$ cat config.mk
export PLATFORM = sky130hd
export DESIGN_NAME = qreg_uart_tx
export DESIGN_NICKNAME = d
export VERILOG_FILES = /design/src/rtl/qreg_uart_tx_pkg.sv /design/src/rtl/byte_fifo.sv /design/src/rtl/qreg_uart_tx.sv
export SDC_FILE = /design/constraint.sdc
export NUM_CORES = 1
export LEC_CHECK = 0
export CAP_MARGIN = 20
export CELL_PAD_IN_SITES_DETAIL_PLACEMENT = 1
export CELL_PAD_IN_SITES_GLOBAL_PLACEMENT = 1
export CORE_ASPECT_RATIO = 1.5
export CORE_MARGIN = 8
export CORE_UTILIZATION = 31
export DETAILED_ROUTE_END_ITERATION = 8
export GPL_TIMING_DRIVEN = 0
export PLACE_DENSITY_LB_ADDON = 0.3
export SLEW_MARGIN = 10
export SYNTH_ARGS = -nofsm -noshare
export SYNTH_HDL_FRONTEND = slang
export SYNTH_SLANG_ARGS = --single-unit
$ cat constraint.sdc
create_clock -name clk -period 2.65 [get_ports clk]
set_input_delay 0.53 -clock clk [delete_from_list [all_inputs] [get_ports clk]]
set_output_delay 0.53 -clock clk [all_outputs]
set_load 0.02 [all_outputs]
$ cat src/rtl/qreg_uart_tx_pkg.sv
// Shared definitions for the Q-register UART transmitter: FSM state encodings,
// frame constants and the FIFO occupancy width helper.
package qreg_uart_tx_pkg;

    typedef enum logic [1:0] {
        S_IDLE  = 2'd0,
        S_START = 2'd1,
        S_DATA  = 2'd2,
        S_STOP  = 2'd3
    } tx_state_e;

    localparam int DATA_BITS = 8;
    localparam logic [2:0] LAST_BIT_IDX = 3'(DATA_BITS - 1);

    // Occupancy needs one extra bit so that "DEPTH entries" is representable.
    function automatic int count_width(input int depth);
        return $clog2(depth) + 1;
    endfunction

endpackage

$ cat src/rtl/byte_fifo.sv
// Byte FIFO with registered full flag; the caller guarantees no push when full
// and no pop when empty.
module byte_fifo
    import qreg_uart_tx_pkg::*;
#(
    parameter int DEPTH = 4
) (
    input  logic                          clk,
    input  logic                          reset,
    input  logic                          push,
    input  logic                          pop,
    input  logic [7:0]                    din,
    output logic [7:0]                    dout,
    output logic                          full,
    output logic                          empty,
    output logic [count_width(DEPTH)-1:0] count
);

    localparam int AW = $clog2(DEPTH);
    localparam int CW = count_width(DEPTH);

    logic [7:0]    mem_q [DEPTH];
    logic [AW-1:0] wr_ptr_q, wr_ptr_d;
    logic [AW-1:0] rd_ptr_q, rd_ptr_d;
    logic [CW-1:0] count_q, count_d;
    logic          full_q, full_d;

    always_comb begin
        // NOTE: every signal gets a default before any branch so no latch is inferred.
        wr_ptr_d = wr_ptr_q;
        rd_ptr_d = rd_ptr_q;
        count_d  = count_q;
        if (push) wr_ptr_d = wr_ptr_q + AW'(1);
        if (pop)  rd_ptr_d = rd_ptr_q + AW'(1);
        case ({push, pop})
            2'b10:   count_d = count_q + CW'(1);
            2'b01:   count_d = count_q - CW'(1);
            default: count_d = count_q;
        endcase
        full_d = (count_d == CW'(DEPTH));
    end

    // NOTE: state flops use non-blocking assignments so all of them update together at the edge.
    always_ff @(posedge clk or posedge reset) begin
        if (reset) begin
            wr_ptr_q <= '0;
            rd_ptr_q <= '0;
            count_q  <= '0;
            full_q   <= 1'b0;
        end else begin
            wr_ptr_q <= wr_ptr_d;
            rd_ptr_q <= rd_ptr_d;
            count_q  <= count_d;
            full_q   <= full_d;
        end
    end

    // NOTE: storage is deliberately not reset; an entry is never read before it is written.
    always_ff @(posedge clk) begin
        if (push) mem_q[wr_ptr_q] <= din;
    end

    assign dout  = mem_q[rd_ptr_q];
    assign full  = full_q;
    assign empty = (count_q == '0);
    assign count = count_q;

endmodule

$ cat src/rtl/qreg_uart_tx.sv
// Serial 8N1 output stage for the CPU Q register: stores to Q are queued in a
// byte FIFO and shifted out LSB first; stores while full are dropped and flagged.
module qreg_uart_tx
    import qreg_uart_tx_pkg::*;
#(
    parameter int CLKS_PER_BIT = 4,
    parameter int DEPTH        = 4
) (
    input  logic       clk,
    input  logic       reset,
    input  logic       loadQ,
    input  logic [7:0] dbus,
    output logic       txd,
    output logic       full,
    output logic       idle,
    output logic       overrun
);

    localparam int CNT_W  = count_width(DEPTH);
    localparam int BAUD_W = $clog2(CLKS_PER_BIT);
    localparam logic [BAUD_W-1:0] BAUD_LAST = BAUD_W'(CLKS_PER_BIT - 1);

    tx_state_e         state_q, state_d;
    logic [BAUD_W-1:0] baud_q, baud_d;
    logic [2:0]        bit_idx_q, bit_idx_d;
    logic [7:0]        shift_q, shift_d;
    logic              txd_q, txd_d;
    logic              idle_q, idle_d;
    logic              overrun_q, overrun_d;

    logic              push, pop, baud_end;
    logic [7:0]        fifo_dout;
    logic              fifo_full, fifo_empty;
    logic [CNT_W-1:0]  fifo_count, count_next;

    // Full is judged on its pre-edge value, so a same-cycle pop never rescues a write.
    assign push = loadQ & ~fifo_full;

    byte_fifo #(
        .DEPTH (DEPTH)
    ) u_fifo (
        .clk   (clk),
        .reset (reset),
        .push  (push),
        .pop   (pop),
        .din   (dbus),
        .dout  (fifo_dout),
        .full  (fifo_full),
        .empty (fifo_empty),
        .count (fifo_count)
    );

    assign baud_end = (baud_q == BAUD_LAST);

    always_comb begin
        state_d   = state_q;
        baud_d    = baud_q;
        bit_idx_d = bit_idx_q;
        shift_d   = shift_q;
        pop       = 1'b0;
        case (state_q)
            S_IDLE: begin
                if (!fifo_empty) begin
                    pop     = 1'b1;
                    shift_d = fifo_dout;
                    baud_d  = '0;
                    state_d = S_START;
                end
            end
            S_START: begin
                if (baud_end) begin
                    baud_d    = '0;
                    bit_idx_d = '0;
                    state_d   = S_DATA;
                end else begin
                    baud_d = baud_q + 1'b1;
                end
            end
            S_DATA: begin
                if (baud_end) begin
                    baud_d  = '0;
                    shift_d = shift_q >> 1;
                    if (bit_idx_q == LAST_BIT_IDX) state_d = S_STOP;
                    else                           bit_idx_d = bit_idx_q + 3'd1;
                end else begin
                    baud_d = baud_q + 1'b1;
                end
            end
            S_STOP: begin
                if (baud_end) begin
                    baud_d = '0;
                    // A queued byte starts immediately so back-to-back frames have no gap.
                    if (!fifo_empty) begin
                        pop     = 1'b1;
                        shift_d = fifo_dout;
                        state_d = S_START;
                    end else begin
                        state_d = S_IDLE;
                    end
                end else begin
                    baud_d = baud_q + 1'b1;
                end
            end
            default: state_d = S_IDLE;
        endcase

        // Line level is registered from the next state so txd changes right after the edge.
        case (state_d)
            S_START: txd_d = 1'b0;
            S_DATA:  txd_d = shift_d[0];
            default: txd_d = 1'b1;
        endcase

        count_next = fifo_count + CNT_W'(push) - CNT_W'(pop);
        idle_d     = (state_d == S_IDLE) && (count_next == '0);
        overrun_d  = overrun_q | (loadQ & fifo_full);
    end

    always_ff @(posedge clk or posedge reset) begin
        if (reset) begin
            state_q   <= S_IDLE;
            baud_q    <= '0;
            bit_idx_q <= '0;
            shift_q   <= '0;
            txd_q     <= 1'b1;
            idle_q    <= 1'b1;
            overrun_q <= 1'b0;
        end else begin
            state_q   <= state_d;
            baud_q    <= baud_d;
            bit_idx_q <= bit_idx_d;
            shift_q   <= shift_d;
            txd_q     <= txd_d;
            idle_q    <= idle_d;
            overrun_q <= overrun_d;
        end
    end

    assign txd     = txd_q;
    assign full    = fifo_full;
    assign idle    = idle_q;
    assign overrun = overrun_q;

endmodule

==> impl_results.md, run 1 <==
- Netlist cell types: 42
- Maximum vdd drop: 0.527 mV
- Fin. Hold Viols: 0
- Slowest stage cell, crit path: dfrtp_1
- Period utilization: 94.7%
- Die ar.: 0.0120 sq mm
- Arrival time at the worst endpoint: 2760 ps
- Cell Pwr Density: 1210 mW/mm^2
- Vias in the first global route: 1852
- Crit Path Max Fanout: 5
- Layout cell share with drive strength beyond 1: 20.7%
- Layout Skew: 3.70 ps
- Grt ovf: 0
- Number of synthesized flops with an enable pin: 32
- Remaining antenna violation count: 0
- CTS tree: built
- Hold WC Path Type: reg -> reg
- Seq cells post-synth: 58
- Syn Nets: 219
- Height of the die: 130 um
- GR Util All Layers: 9.99%
- Starting Density: 32.0%
- Mapped Cells: 193
- FF-to-FF Start: state_q[0]$_DFF_PP0_
- Post-route setup TNS: 0 ps
- CP Capture Type: flop
- Non-Filler Instances: 334
- Startpoint of the most critical hold path: overrun$_DFF_PP0_
- Slew Limit Fails: 0
- Placed Cells: 314
- Worst-path cell chain: inv_2 -> ha_2 -> o21ai_0 -> nand2_1 -> ha_1 -> fa_1 -> xor2_1 -> xnor2_1 -> or3_1 -> nor3_2
- Largest net degree at the start of global routing: 27
- RSZ-0062 raised after global routing: no
- Final wirelength: 5370 um
- GP Congestion: 0.691
- Mapped Area: 0.00270 sq mm
- CP startpoint: state_q[0]$_DFF_PP0_
- Total CTS buffers: 9
- CP peak stage delay: 410 ps
- Crit path time final: 2510 ps
- Hold-fix buffers, CTS: 0
- F_max: 0.398 GHz
- CP required: 2900 ps
- Via Count: 1645
- Die Wd: 92.2 um
- Synth warn: 0
- DP HPWL: 3710 um
- Path type of the worst setup path: reg -> reg
- WL/cell: 16.1 um
- Buffer depth of the longest clock path: 2
- Worst hold stages: 1
- I/O Buffers: 14
- Top Ports: 15
- H-tree depth: 3
- Initial detailed-routing violation count: 95
- Root Driver: clkbuf_16
- Predominant post-synthesis flop cell: edfxtp_1
- Seq/Total Area, Yosys: 59.9%
- Final #Nets: 248
- Core Rows: 41
- Status: finished, final reports clean
- # diodes: 0
- Final setup fails: 0
- Max cap viols: 0
- Cells on worst reg2reg path: 10
- Sink Count: 58
- Worst slew pin tran: 833 ps
- Vias per cell: 4.93
- Router iterations before antenna repair: 8
- Area delta synth->final: 23.4%
- CP Launch Type: flop
- Worst hold margin: 452 ps
- Clk pin slew, worst setup/hold paths: 50 ps
- Ys async rst share: 44.8%
- Average cell area after synthesis: 14.0 sq um
- Rel. slew slack: 43.7%
- Worst skew pair latency: 320 ps
- DR DRC count: 0
- Core Area: 0.00841 sq mm
- Antenna violations before repair: 0
- Static Leakage: 1.27 nW
- Global-route wire length before repair: 9240 um
==> report_power, final <==
group	switching, W	internal, W	leakage (nW)	total, W
clock	0.000407	0.000627	0.125	0.00103
combinational	0.000871	0.000720	0.528	0.00159
sequential	0.000158	0.00124	0.616	0.00140
==> routing by layer <==
metal	up-vias	wire [um]	GRT usage, %
li1	780	-	-
met1	836	2260	10.7
met2	19	2870	17.5
met3	10	119	2.47
met4	0	122	5.71
met5	-	0	0
==> worst paths after layout <==
path                                                  endpoint  slack, ps
worst max-delay path                            idle$_DFF_PP1_        140
worst min-delay path                         overrun$_DFF_PP0_        450
worst max register to register                  idle$_DFF_PP1_        140
worst min register to register               overrun$_DFF_PP0_        450
max in group asynchronous                        txd$_DFF_PP1_       1600
min in group asynchronous       u_fifo.wr_ptr_q[0]$_DFFE_PP0P_        520
==> layout by cell type (no fill, tap or decap), drive strengths merged, types with 8 or more instances in the layout <==
cell | synthesis | routed
edfxtp | 32 | 32
o21ai | 12 | 12
buf | 3 | 8
nand2 | 16 | 16
dfrtp | 24 | 24
clkdlybuf4s50 | 0 | 14
mux4 | 8 | 8
ha | 13 | 13
clkbuf | 3 | 11
inv | 11 | 12
==> kinds of logic after synthesis <==
logic type,Yosys count,share of synthesized area [%]
simple gates,45,8.96
fa+ha+maj,15,7.52
buf+inv,17,2.83
compound gates,39,10.4
xor+xnor,8,2.60
mux,11,7.84
flops,58,59.9
==> cell usage after synthesis, types with 3 or more instances <==
master    count  area, sq um
edfxtp_1     32          961
dfrtp_1      24          601
nand2_1      16         60.1
ha_1         13          163
o21ai_0      12         60.1
inv_1        10         37.5
mux4_2        8          180
a222oi_1      6         60.1
a22o_1        6         52.6
and2_1        6         37.5
nor2_1        6         22.5
xnor2_1       6         52.6
a21oi_1       4         20.0
clkbuf_1      3         11.3
nor2b_1       3         18.8
nor3_1        3         15.0
or3_1         3         18.8
==> repair_timing <==
item / 4_1_cts / 5_1_grt
gates cloned: 0 / 0
endpoints found under the setup margin: 1 / 1
pin swaps: 1 / 0
setup buffers: 3 / 1
gates resized for setup: 3 / 7
==> flip-flops by register name, summed over array words and instances, names as in the netlist, 2 cells and up <==
register,cells
bit_idx_q,3
u_fifo.rd_ptr_q,2
baud_q,2
u_fifo.mem_q,32
u_fifo.count,3
u_fifo.wr_ptr_q,2
shift_q,8
state_q,2
==> metrics by stage <==
stage	instance area (sq um)	setup WS [ps]	total power [W]	util, %
CTS	3280	19.8	0.00403	39.0
detailed placement	2970	-323	0.00291	35.3
finish	3330	140	0.00402	39.5
global placement	2970	-291	0.00286	35.3
global route	3330	4.30	0.00433	39.5
floorplan	2700	16.8	0.00250	-
==> final cells by class <==
type | count | area, sq um
plain buffers | 5 | 31.3
clock buffers | 9 | 225
clock inverters | 7 | 45.0
fillers | 886 | 5090
inverters | 11 | 41.3
multi-input cells | 118 | 1040
flip-flops and latches | 58 | 1610
well taps | 107 | 134
repair buffers | 19 | 198
==> critical path, delay by kind of cell, from the launching register on <==
family,cells,cell delay (ps)
XOR/XNOR,2,280
flip-flops,1,410
adder cells (fa/ha/maj),3,890
AO/OA/AOI/OAI,1,190
buffers and inverters,1,120
AND/OR/NAND/NOR,3,550
Note: power is estimated with default switching activity, not from simulation.
==> inputs of run 2 (changes only) <==
CTS_BUF_LIST = sky130_fd_sc_hd__clkbuf_4 sky130_fd_sc_hd__clkbuf_8 sky130_fd_sc_hd__clkbuf_16   (was unset)
==> results of run 2 <==
Same layout as run 1: the final DEF is identical, and so are final timing and power.
==> inputs of run 3 (changes only) <==
CTS_BUF_LIST = sky130_fd_sc_hd__clkbuf_8 sky130_fd_sc_hd__clkbuf_16   (was sky130_fd_sc_hd__clkbuf_4 sky130_fd_sc_hd__clkbuf_8 sky130_fd_sc_hd__clkbuf_16)
==> results of run 3 <==
Same layout as run 1: the final DEF is identical, and so are final timing and power.
